==> config.mk <==
export PLATFORM = sky130hd
export DESIGN_NAME = clock_set_ctrl
export DESIGN_NICKNAME = d
export VERILOG_FILES = /design/src/rtl/digital_clk_pkg.sv /design/src/rtl/button_debounce.sv /design/src/rtl/clock_set_ctrl.sv
export SDC_FILE = /design/constraint.sdc
export NUM_CORES = 1
export LEC_CHECK = 0
export CAP_MARGIN = 20
export CELL_PAD_IN_SITES_DETAIL_PLACEMENT = 0
export CELL_PAD_IN_SITES_GLOBAL_PLACEMENT = 1
export CORE_MARGIN = 2
export CORE_UTILIZATION = 47
export DETAILED_ROUTE_END_ITERATION = 12
export GPL_TIMING_DRIVEN = 1
export PLACE_DENSITY_LB_ADDON = 0.1
export SYNTH_ARGS = -nofsm -noshare
export SYNTH_HDL_FRONTEND = slang
export SYNTH_HIERARCHICAL = 1
export SYNTH_SLANG_ARGS = --single-unit
==> constraint.sdc <==
create_clock -name clk_50MHz -period 3 [get_ports clk_50MHz]
set_input_delay 0.6 -clock clk_50MHz [delete_from_list [all_inputs] [get_ports clk_50MHz]]
set_output_delay 0.6 -clock clk_50MHz [all_outputs]
set_load 0.005 [all_outputs]
==> src/rtl/digital_clk_pkg.sv <==
// Shared types and constants for the digital clock time-setting controller.
package digital_clk_pkg;

    localparam int SEC_W = 6;
    localparam int MIN_W = 6;
    localparam int HR_W  = 5;

    localparam logic [SEC_W-1:0] MAX_SECONDS = 6'd59;
    localparam logic [MIN_W-1:0] MAX_MINUTES = 6'd59;
    localparam logic [HR_W-1:0]  MAX_HOURS   = 5'd23;

    typedef enum logic [2:0] {
        RUN    = 3'd0,
        SET_H  = 3'd1,
        SET_M  = 3'd2,
        SET_S  = 3'd3,
        COMMIT = 3'd4
    } state_t;

    localparam logic [1:0] SEL_NONE    = 2'd0;
    localparam logic [1:0] SEL_HOURS   = 2'd1;
    localparam logic [1:0] SEL_MINUTES = 2'd2;
    localparam logic [1:0] SEL_SECONDS = 2'd3;

    // Field selected for display blinking while a given state is active.
    function automatic logic [1:0] sel_for_state(input state_t st);
        case (st)
            SET_H:   return SEL_HOURS;
            SET_M:   return SEL_MINUTES;
            SET_S:   return SEL_SECONDS;
            default: return SEL_NONE;
        endcase
    endfunction

endpackage

==> src/rtl/button_debounce.sv <==
// Push-button conditioner: two-flop synchronizer, stability counter and a
// one-cycle pulse on each accepted 0->1 transition.
module button_debounce #(
    parameter int DEBOUNCE_CYCLES = 1_000_000
) (
    input  logic clk,
    input  logic reset,
    input  logic btn_raw,
    output logic press
);

    localparam int CNT_W = $clog2(DEBOUNCE_CYCLES + 1);
    localparam logic [CNT_W-1:0] CNT_MAX = CNT_W'(DEBOUNCE_CYCLES);

    logic             sync1_q, sync1_d;
    logic             sync2_q, sync2_d;
    logic             level_q, level_d;
    logic             press_q, press_d;
    logic [CNT_W-1:0] cnt_q, cnt_d;

    // Count consecutive cycles that disagree with the accepted level; any
    // agreeing cycle (a bounce) restarts the count.
    always_comb begin
        sync1_d = btn_raw;
        sync2_d = sync1_q;
        level_d = level_q;
        press_d = 1'b0;
        cnt_d   = '0;
        if (sync2_q != level_q) begin
            if (cnt_q == CNT_MAX) begin
                level_d = sync2_q;
                press_d = sync2_q;
            end else begin
                cnt_d = cnt_q + 1'b1;
            end
        end
    end

    // Synchronizer, debounce state and press pulse registers.
    always_ff @(posedge clk) begin
        if (reset) begin
            sync1_q <= 1'b0;
            sync2_q <= 1'b0;
            level_q <= 1'b0;
            press_q <= 1'b0;
            cnt_q   <= '0;
        end else begin
            sync1_q <= sync1_d;
            sync2_q <= sync2_d;
            level_q <= level_d;
            press_q <= press_d;
            cnt_q   <= cnt_d;
        end
    end

    assign press = press_q;

endmodule

==> src/rtl/clock_set_ctrl.sv <==
// Time-keeping tick generator and set-mode controller for the digital clock.
// The prescaler doubles as the 1 Hz tick source in RUN and the 2 Hz blink
// timer while a field is being edited.
module clock_set_ctrl
    import digital_clk_pkg::*;
#(
    parameter int CLK_HZ          = 50_000_000,
    parameter int DEBOUNCE_CYCLES = 1_000_000
) (
    input  logic             clk_50MHz,
    input  logic             reset,
    input  logic             btn_mode,
    input  logic             btn_inc,
    input  logic [SEC_W-1:0] cur_seconds,
    input  logic [MIN_W-1:0] cur_minutes,
    input  logic [HR_W-1:0]  cur_hours,
    output logic             tick_1hz,
    output logic             load,
    output logic [SEC_W-1:0] load_seconds,
    output logic [MIN_W-1:0] load_minutes,
    output logic [HR_W-1:0]  load_hours,
    output logic [1:0]       edit_sel,
    output logic             blink_on
);

    localparam int PRE_W = $clog2(CLK_HZ);
    localparam logic [PRE_W-1:0] PRE_TICK_MAX  = PRE_W'(CLK_HZ - 1);
    localparam logic [PRE_W-1:0] PRE_BLINK_MAX = PRE_W'(CLK_HZ / 4 - 1);

    logic mode_press;
    logic inc_press;

    state_t           state_q, state_d;
    logic [PRE_W-1:0] pre_q, pre_d;
    logic             tick_q, tick_d;
    logic             load_q, load_d;
    logic [SEC_W-1:0] sec_q, sec_d;
    logic [MIN_W-1:0] min_q, min_d;
    logic [HR_W-1:0]  hr_q, hr_d;
    logic [1:0]       edit_sel_q, edit_sel_d;
    logic             blink_q, blink_d;

    button_debounce #(
        .DEBOUNCE_CYCLES(DEBOUNCE_CYCLES)
    ) u_mode_db (
        .clk     (clk_50MHz),
        .reset   (reset),
        .btn_raw (btn_mode),
        .press   (mode_press)
    );

    button_debounce #(
        .DEBOUNCE_CYCLES(DEBOUNCE_CYCLES)
    ) u_inc_db (
        .clk     (clk_50MHz),
        .reset   (reset),
        .btn_raw (btn_inc),
        .press   (inc_press)
    );

    // Next-state, prescaler, edit-register and registered-output logic.
    // Mode has priority over inc; a mode press in RUN also suppresses the tick.
    always_comb begin
        state_d = state_q;
        pre_d   = pre_q;
        sec_d   = sec_q;
        min_d   = min_q;
        hr_d    = hr_q;
        blink_d = blink_q;

        case (state_q)
            RUN: begin
                blink_d = 1'b1;
                if (mode_press) begin
                    state_d = SET_H;
                    sec_d   = cur_seconds;
                    min_d   = cur_minutes;
                    hr_d    = cur_hours;
                    pre_d   = '0;
                end else if (pre_q == PRE_TICK_MAX) begin
                    pre_d = '0;
                end else begin
                    pre_d = pre_q + 1'b1;
                end
            end
            SET_H, SET_M, SET_S: begin
                if (pre_q == PRE_BLINK_MAX) begin
                    pre_d   = '0;
                    blink_d = ~blink_q;
                end else begin
                    pre_d = pre_q + 1'b1;
                end
                if (mode_press) begin
                    case (state_q)
                        SET_H:   state_d = SET_M;
                        SET_M:   state_d = SET_S;
                        default: state_d = COMMIT;
                    endcase
                end else if (inc_press) begin
                    case (state_q)
                        SET_H:   hr_d  = (hr_q == MAX_HOURS)   ? '0 : hr_q + 1'b1;
                        SET_M:   min_d = (min_q == MAX_MINUTES) ? '0 : min_q + 1'b1;
                        default: sec_d = '0;
                    endcase
                end
                if (state_d == COMMIT) begin
                    blink_d = 1'b1;
                end
            end
            COMMIT: begin
                state_d = RUN;
                pre_d   = '0;
                blink_d = 1'b1;
            end
            default: begin
                state_d = RUN;
                pre_d   = '0;
                blink_d = 1'b1;
            end
        endcase

        tick_d     = (state_d == RUN) && (pre_d == PRE_TICK_MAX);
        load_d     = (state_d == COMMIT);
        edit_sel_d = sel_for_state(state_d);
    end

    // State, prescaler, edit registers and output registers.
    always_ff @(posedge clk_50MHz) begin
        if (reset) begin
            state_q    <= RUN;
            pre_q      <= '0;
            tick_q     <= 1'b0;
            load_q     <= 1'b0;
            sec_q      <= '0;
            min_q      <= '0;
            hr_q       <= '0;
            edit_sel_q <= SEL_NONE;
            blink_q    <= 1'b1;
        end else begin
            state_q    <= state_d;
            pre_q      <= pre_d;
            tick_q     <= tick_d;
            load_q     <= load_d;
            sec_q      <= sec_d;
            min_q      <= min_d;
            hr_q       <= hr_d;
            edit_sel_q <= edit_sel_d;
            blink_q    <= blink_d;
        end
    end

    assign tick_1hz     = tick_q;
    assign load         = load_q;
    assign load_seconds = sec_q;
    assign load_minutes = min_q;
    assign load_hours   = hr_q;
    assign edit_sel     = edit_sel_q;
    assign blink_on     = blink_q;

endmodule

* Yosys cells after proc, flatten, opt, wreduce, memory -nomap -nowiden *
Cells that the tools add are included.

cells by class
  add/subtract/negate cells = 5
  eq/ne operators = 23
  muxes and demuxes = 27
  bitwise operators = 6
  reduce and logical (&&, ||, !) cells = 16

operators with widths
  cell                                             number
  2-to-1 mux 26 bit                                3
  2-to-1 mux 6 bit                                 9
  == test 26 bit, second input constant            2
  case mux 26 bit (2 select lines)                 1
  adder 20 x 1 -> 20 bit, second input constant    2
  == test 20 bit, second input constant            2
  adder 26 x 1 -> 26 bit, second input constant    1
  == test 26 x 24 -> 1 bit, second input constant  1
  2-to-1 mux 5 bit                                 5
  case mux 6 bit (2 select lines)                  2
  OR reduction 3 bit                               6
  AND reduction 5 bit                              3
  == test 3 x 2 -> 1 bit, second input constant    4
  case mux 3 bit (2 select lines)                  2
  case mux 5 bit (2 select lines)                  1
  2-to-1 mux 3 bit                                 3
  != test 2 bit, second input constant             4
  adder 6 x 1 -> 6 bit, second input constant      1
  == test 3 x 1 -> 1 bit, second input constant    2
  == test 3 bit, second input constant             2
  == test 6 bit, second input constant             1
  zero test 3 bit                                  2
  inverter 1 bit                                   6
  case mux 2 bit (3 select lines)                  1
  other kinds (8)                                  11

word-level totals
  bits in registers = 99
  word-level logic and storage cells = 96

* Depth between registers and ports, before layout *
  depth in word-level cells = 7
  depth in mapped cells = 9
  mapped depth without buffers = 7

* Hierarchy *
Netlist, hierarchy kept.

by module, submodules not included
  module           instances  cells each  area an instance (um2)
  clock_set_ctrl   1          324         2741.4
  button_debounce  2          122         1093.5

* Worst setup path after synthesis *
OpenSTA, ideal clock, no wires.

  kind = reg2reg
  start = reg pre_q[0]
  end = reg tick_q, in the netlist tick_1hz
  data arrival time = 1929 ps
  path slack = 983 ps
  stages on the path, launching flop included = 8
  clock period less this slack = 2017 ps
  path through = dfxtp_1 > ha_1 > nand4_4 > nor4_4 > nor2b_1 > xnor2_1 > nand3_1 > nor4_2

between the ends
  longest elaborated chain between the ends = 6

RTL lines
  what                                                      RTL line                                                          RTL
  start, declared                                           clock_set_ctrl.sv:34                                              logic [PRE_W-1:0] pre_q, pre_d;
  start signal, assigned                                    clock_set_ctrl.sv:141                                             pre_q <= pre_d;
  adder 26 x 1 -> 26 bit or == test 26 bit (tied branches)  clock_set_ctrl.sv:83, clock_set_ctrl.sv:91, clock_set_ctrl.sv:80
  2-to-1 mux 26 bit                                         clock_set_ctrl.sv:80                                              end else if (pre_q == PRE_TICK_MAX) begin
  2-to-1 mux 26 bit                                         clock_set_ctrl.sv:74                                              if (mode_press) begin
  case mux 26 bit (2 select lines) (*)                      clock_set_ctrl.sv:71                                              case (state_q)
  == test 26 bit (*)                                        clock_set_ctrl.sv:122                                             tick_d = (state_d == RUN) && (pre_d == PRE_TICK_MAX);
  logical AND 1 bit (*)                                     clock_set_ctrl.sv:122
  end signal, assigned                                      clock_set_ctrl.sv:142                                             tick_q <= tick_d;
  end, declared                                             clock_set_ctrl.sv:35                                              logic tick_q, tick_d;

Every way passes the cells marked *; elsewhere a longest branch is shown, timed or not.
A chain may end at the register's enable or synchronous reset.

* Worst setup path after layout *
  start = reg pre_q[0]
  end = reg pre_q[8]

between the ends
  longest elaborated chain between the ends = 4

RTL lines
  what                                                      RTL line
  adder 26 x 1 -> 26 bit or == test 26 bit (tied branches)  clock_set_ctrl.sv:83, clock_set_ctrl.sv:91, clock_set_ctrl.sv:80
  2-to-1 mux 26 bit                                         clock_set_ctrl.sv:80
  2-to-1 mux 26 bit                                         clock_set_ctrl.sv:74
  case mux 26 bit (2 select lines) (*)                      clock_set_ctrl.sv:71

Marked as above.

==> flow_metrics.py <==
metrics = {
    "synthesis": {
        "seq_area_frac_synth_pct": 40.2,
        "yosys.area_share.xor_xnor_pct": 10.8,
        "ys_types": 60,
        "synth_top_area_cell": "dfxtp_1",
        "synth_ff_type": "dfxtp_1",
        "synthAdderAreaFrac_pct": 1.78,
        "yosys.area_share.simple_pct": 32.3,
        "yosysWarningCount": 6,
        "synthCells": 568,
        "synth_area_leaders": "dfxtp_1, xnor2_1, nor2_1",
        "synth_mux_area_share_pct": 0.812,
        "netlist_area_mm2": 0.00493,
        "synth-async-reset-ratio_pct": 0,
        "syn_area_per_cell_um2": 8.68,
        "synth-seq-cells": 99,
        "synth_common_cells": "dfxtp_1, nor2_1, nand2_1",
        "synthDominantCellAreaShare_pct": 40.2,
        "synth_top_family_by_area": "simple AND/OR/NAND/NOR gates",
        "syn_nets": 596,
        "yosysMostFrequentCell": "dfxtp_1",
        "synth_edf_count": 0,
        "synth-compound-area-share_pct": 9.29,
    },
    "critical_path": {
        "start_kind": "flop",
        "crit_required_ps": 3270,
        "critPathKind": "reg2reg",
        "cp-end-kind": "flop",
        "slowest_delay_ps": 470,
        "critPathArrivalTime_ps": 2630,
        "cp_max_fo": 16,
        "crit_slowest_cell": "dfxtp_1",
        "cp_cell_sequence": "ha_1 -> nand4_4 -> nor4_1 -> nand4_1 -> a22oi_4 -> buf_4 -> nor2_1",
    },
    "global_route": {
        "grtUsageTotal_pct": 19.5,
        "grt-ovfl-total": 0,
        "grt_max_degree": 34,
        "antenna_found_initial": 1,
        "grt_pass1_vias": 3670,
        "grt_pass1_wl_um": 17800,
    },
    "timing": {
        "tightest_slew_ps": 917,
        "fin_setup_tns_ps": 0,
        "period_minus_slack_ps": 2360,
        "holdWs_ps": 450,
        "fin_crit_sh_pct": 78.5,
        "grt_setup_unrepaired": "false",
        "finClkSkew_ps": 13.8,
        "setup_ws_ps": 644,
        "finalSetupViolCount": 0,
        "drv_slew": 0,
        "fmax_mhz": 424,
        "finalHoldViolations": 0,
        "relSlewSlack_pct": 38.4,
    },
    "drt": {
        "drt_iter0_drc": 117,
        "drt_pass1_iterations": 5,
        "antenna_left": 0,
        "vias": 4012,
        "avgRoutedWirePerCell_um": 14.0,
        "drc": 0,
        "finalWirelength_um": 10300,
        "vias_per_cell": 5.43,
    },
    "layout": {
        "final_layout_size_suffix_gt1_share_pct": 8.46,
        "syn_to_final_growth_pct": 13.6,
        "utilization_pct": 54.7,
        "fin_nets": 626,
        "num_antenna_cells": 0,
    },
    "pwr": {
        "peakVddDrop_uv": 304,
        "power.density_mw_per_mm2": 412,
        "leakagePower_nw": 1.72,
    },
    "floorplanning": {
        "die_x_um": 106,
        "die_y_um": 106,
        "row_count": 37,
        "dieArea_mm2": 0.0113,
        "core_mm2": 0.0102,
        "io_pins": 43,
        "start_util_pct": 48.2,
    },
    "clocking": {
        "cts_root_buffer": "clkbuf_8",
        "path_clk_slew_ps": 110,
        "numCtsBuffers": 9,
        "hold_buffers": 0,
        "worstSkewPairLatency_ps": 390,
        "clock-sinks": 99,
        "cts_tree": "yes",
        "cts_buffer_depth": 2,
        "cts_resized": 0,
        "cts_max_level": 3,
        "cts_setup_buffers": 0,
    },
    "flow_run": {
        "cap_violations": 0,
    },
    "place": {
        "gpl.final_weighted_congestion": 0.927,
        "post-dp-hpwl_um": 7210,
        "port_buffers": 42,
        "pre_cts_slack_ps": 631,
    },
    "min_path": {
        "hold_path.class": "reg2reg",
    },
    "run_status": {
        "status": "finished clean",
    },
}
## per-stage QoR
stage / power [mW] / std cells / cell area [µm²]
final: 2.31 / 739 / 5600
after global routing: 2.40 / 739 / 5600
after CTS: 2.35 / 739 / 5600
after detailed placement: 1.43 / 723 / 5390
after global placement: 1.43 / 723 / 5390
after floorplan: 1.40 / 568 / 4930
## cells in the final DEF (no fill, tap or decap), types with 8 or more instances in the layout
master and instances:
dfxtp_1 99, nor2_1 85, nand2_1 43, xnor2_1 42, clkdlybuf4s50_1 42, nand3_1 28, nor3_1 23, inv_1 19
xor2_1 19, a21oi_1 16, o21ai_0 16, nand4_1 16, nor4_1 15, nor2b_1 11, nand2b_1 9, clkbuf_8 9
nor4b_1 8
## sequential cells by signal (all words and copies together), names as in the netlist, 2 cells and up
register	count
load_minutes	6
edit_sel	2
pre_q	26
u_inc_db/cnt_q	20
state_q	3
load_seconds	6
u_mode_db/cnt_q	20
load_hours	5
## per-layer routing
metal / track usage (%) / up-vias / routed length, µm
met4: 6.67 / 2 / 163
met5: 0 / - / 16
met1: 25.6 / 1875 / 4980
met2: 30.5 / 66 / 4680
met3: 5.89 / 19 / 500
li1: - / 2050 / -
## worst max-delay path, delay by kind of cell, from the launching register on
family                   cells  cell delay (ps)
adder cells (fa/ha/maj)      1              320
AO/OA/AOI/OAI                1              330
buffers and inverters        1              290
AND/OR/NAND/NOR              4              820
flip-flops                   1              470
## final cells by class
type	instances	area, µm²
multi-input cells	422	2710
fillers	995	4630
clock buffers	9	124
repair buffers	47	458
inverters	19	71.3
clock inverters	7	82.6
well taps	136	170
flip-flops and latches	99	1980
## report_power, final
group          internal [mW]  leakage [nW]  total (mW)  switching (mW)
Clock                  0.400         0.104       0.904           0.505
Sequential              1.32         0.799        1.33         0.00899
Combinational         0.0376         0.819      0.0715          0.0339
Total                   1.76          1.72        2.31           0.548
## worst paths after layout
check	startpoint	endpoint	slack, ps	cells after the start
max	pre_q[0]$_SDFF_PP0_	pre_q[8]$_SDFF_PP0_	640	7
min reg2reg	u_mode_db/sync1_q$_SDFF_PP0_	u_mode_db/sync2_q$_SDFF_PP0_	450	1
min	u_mode_db/sync1_q$_SDFF_PP0_	u_mode_db/sync2_q$_SDFF_PP0_	450	1
max reg2reg	pre_q[0]$_SDFF_PP0_	pre_q[8]$_SDFF_PP0_	640	7
## cell families (layout without fill, tap and decap cells)
family | after synthesis | count (layout)
multiplexers | 4 | 4
buffers and inverters | 47 | 82
flip-flops | 99 | 99
AND/OR/NAND/NOR | 282 | 282
XOR/XNOR | 61 | 61
adder cells (fa/ha/maj) | 7 | 7
AO/OA/AOI/OAI | 68 | 68
Power figures use the tool's default switching activity.
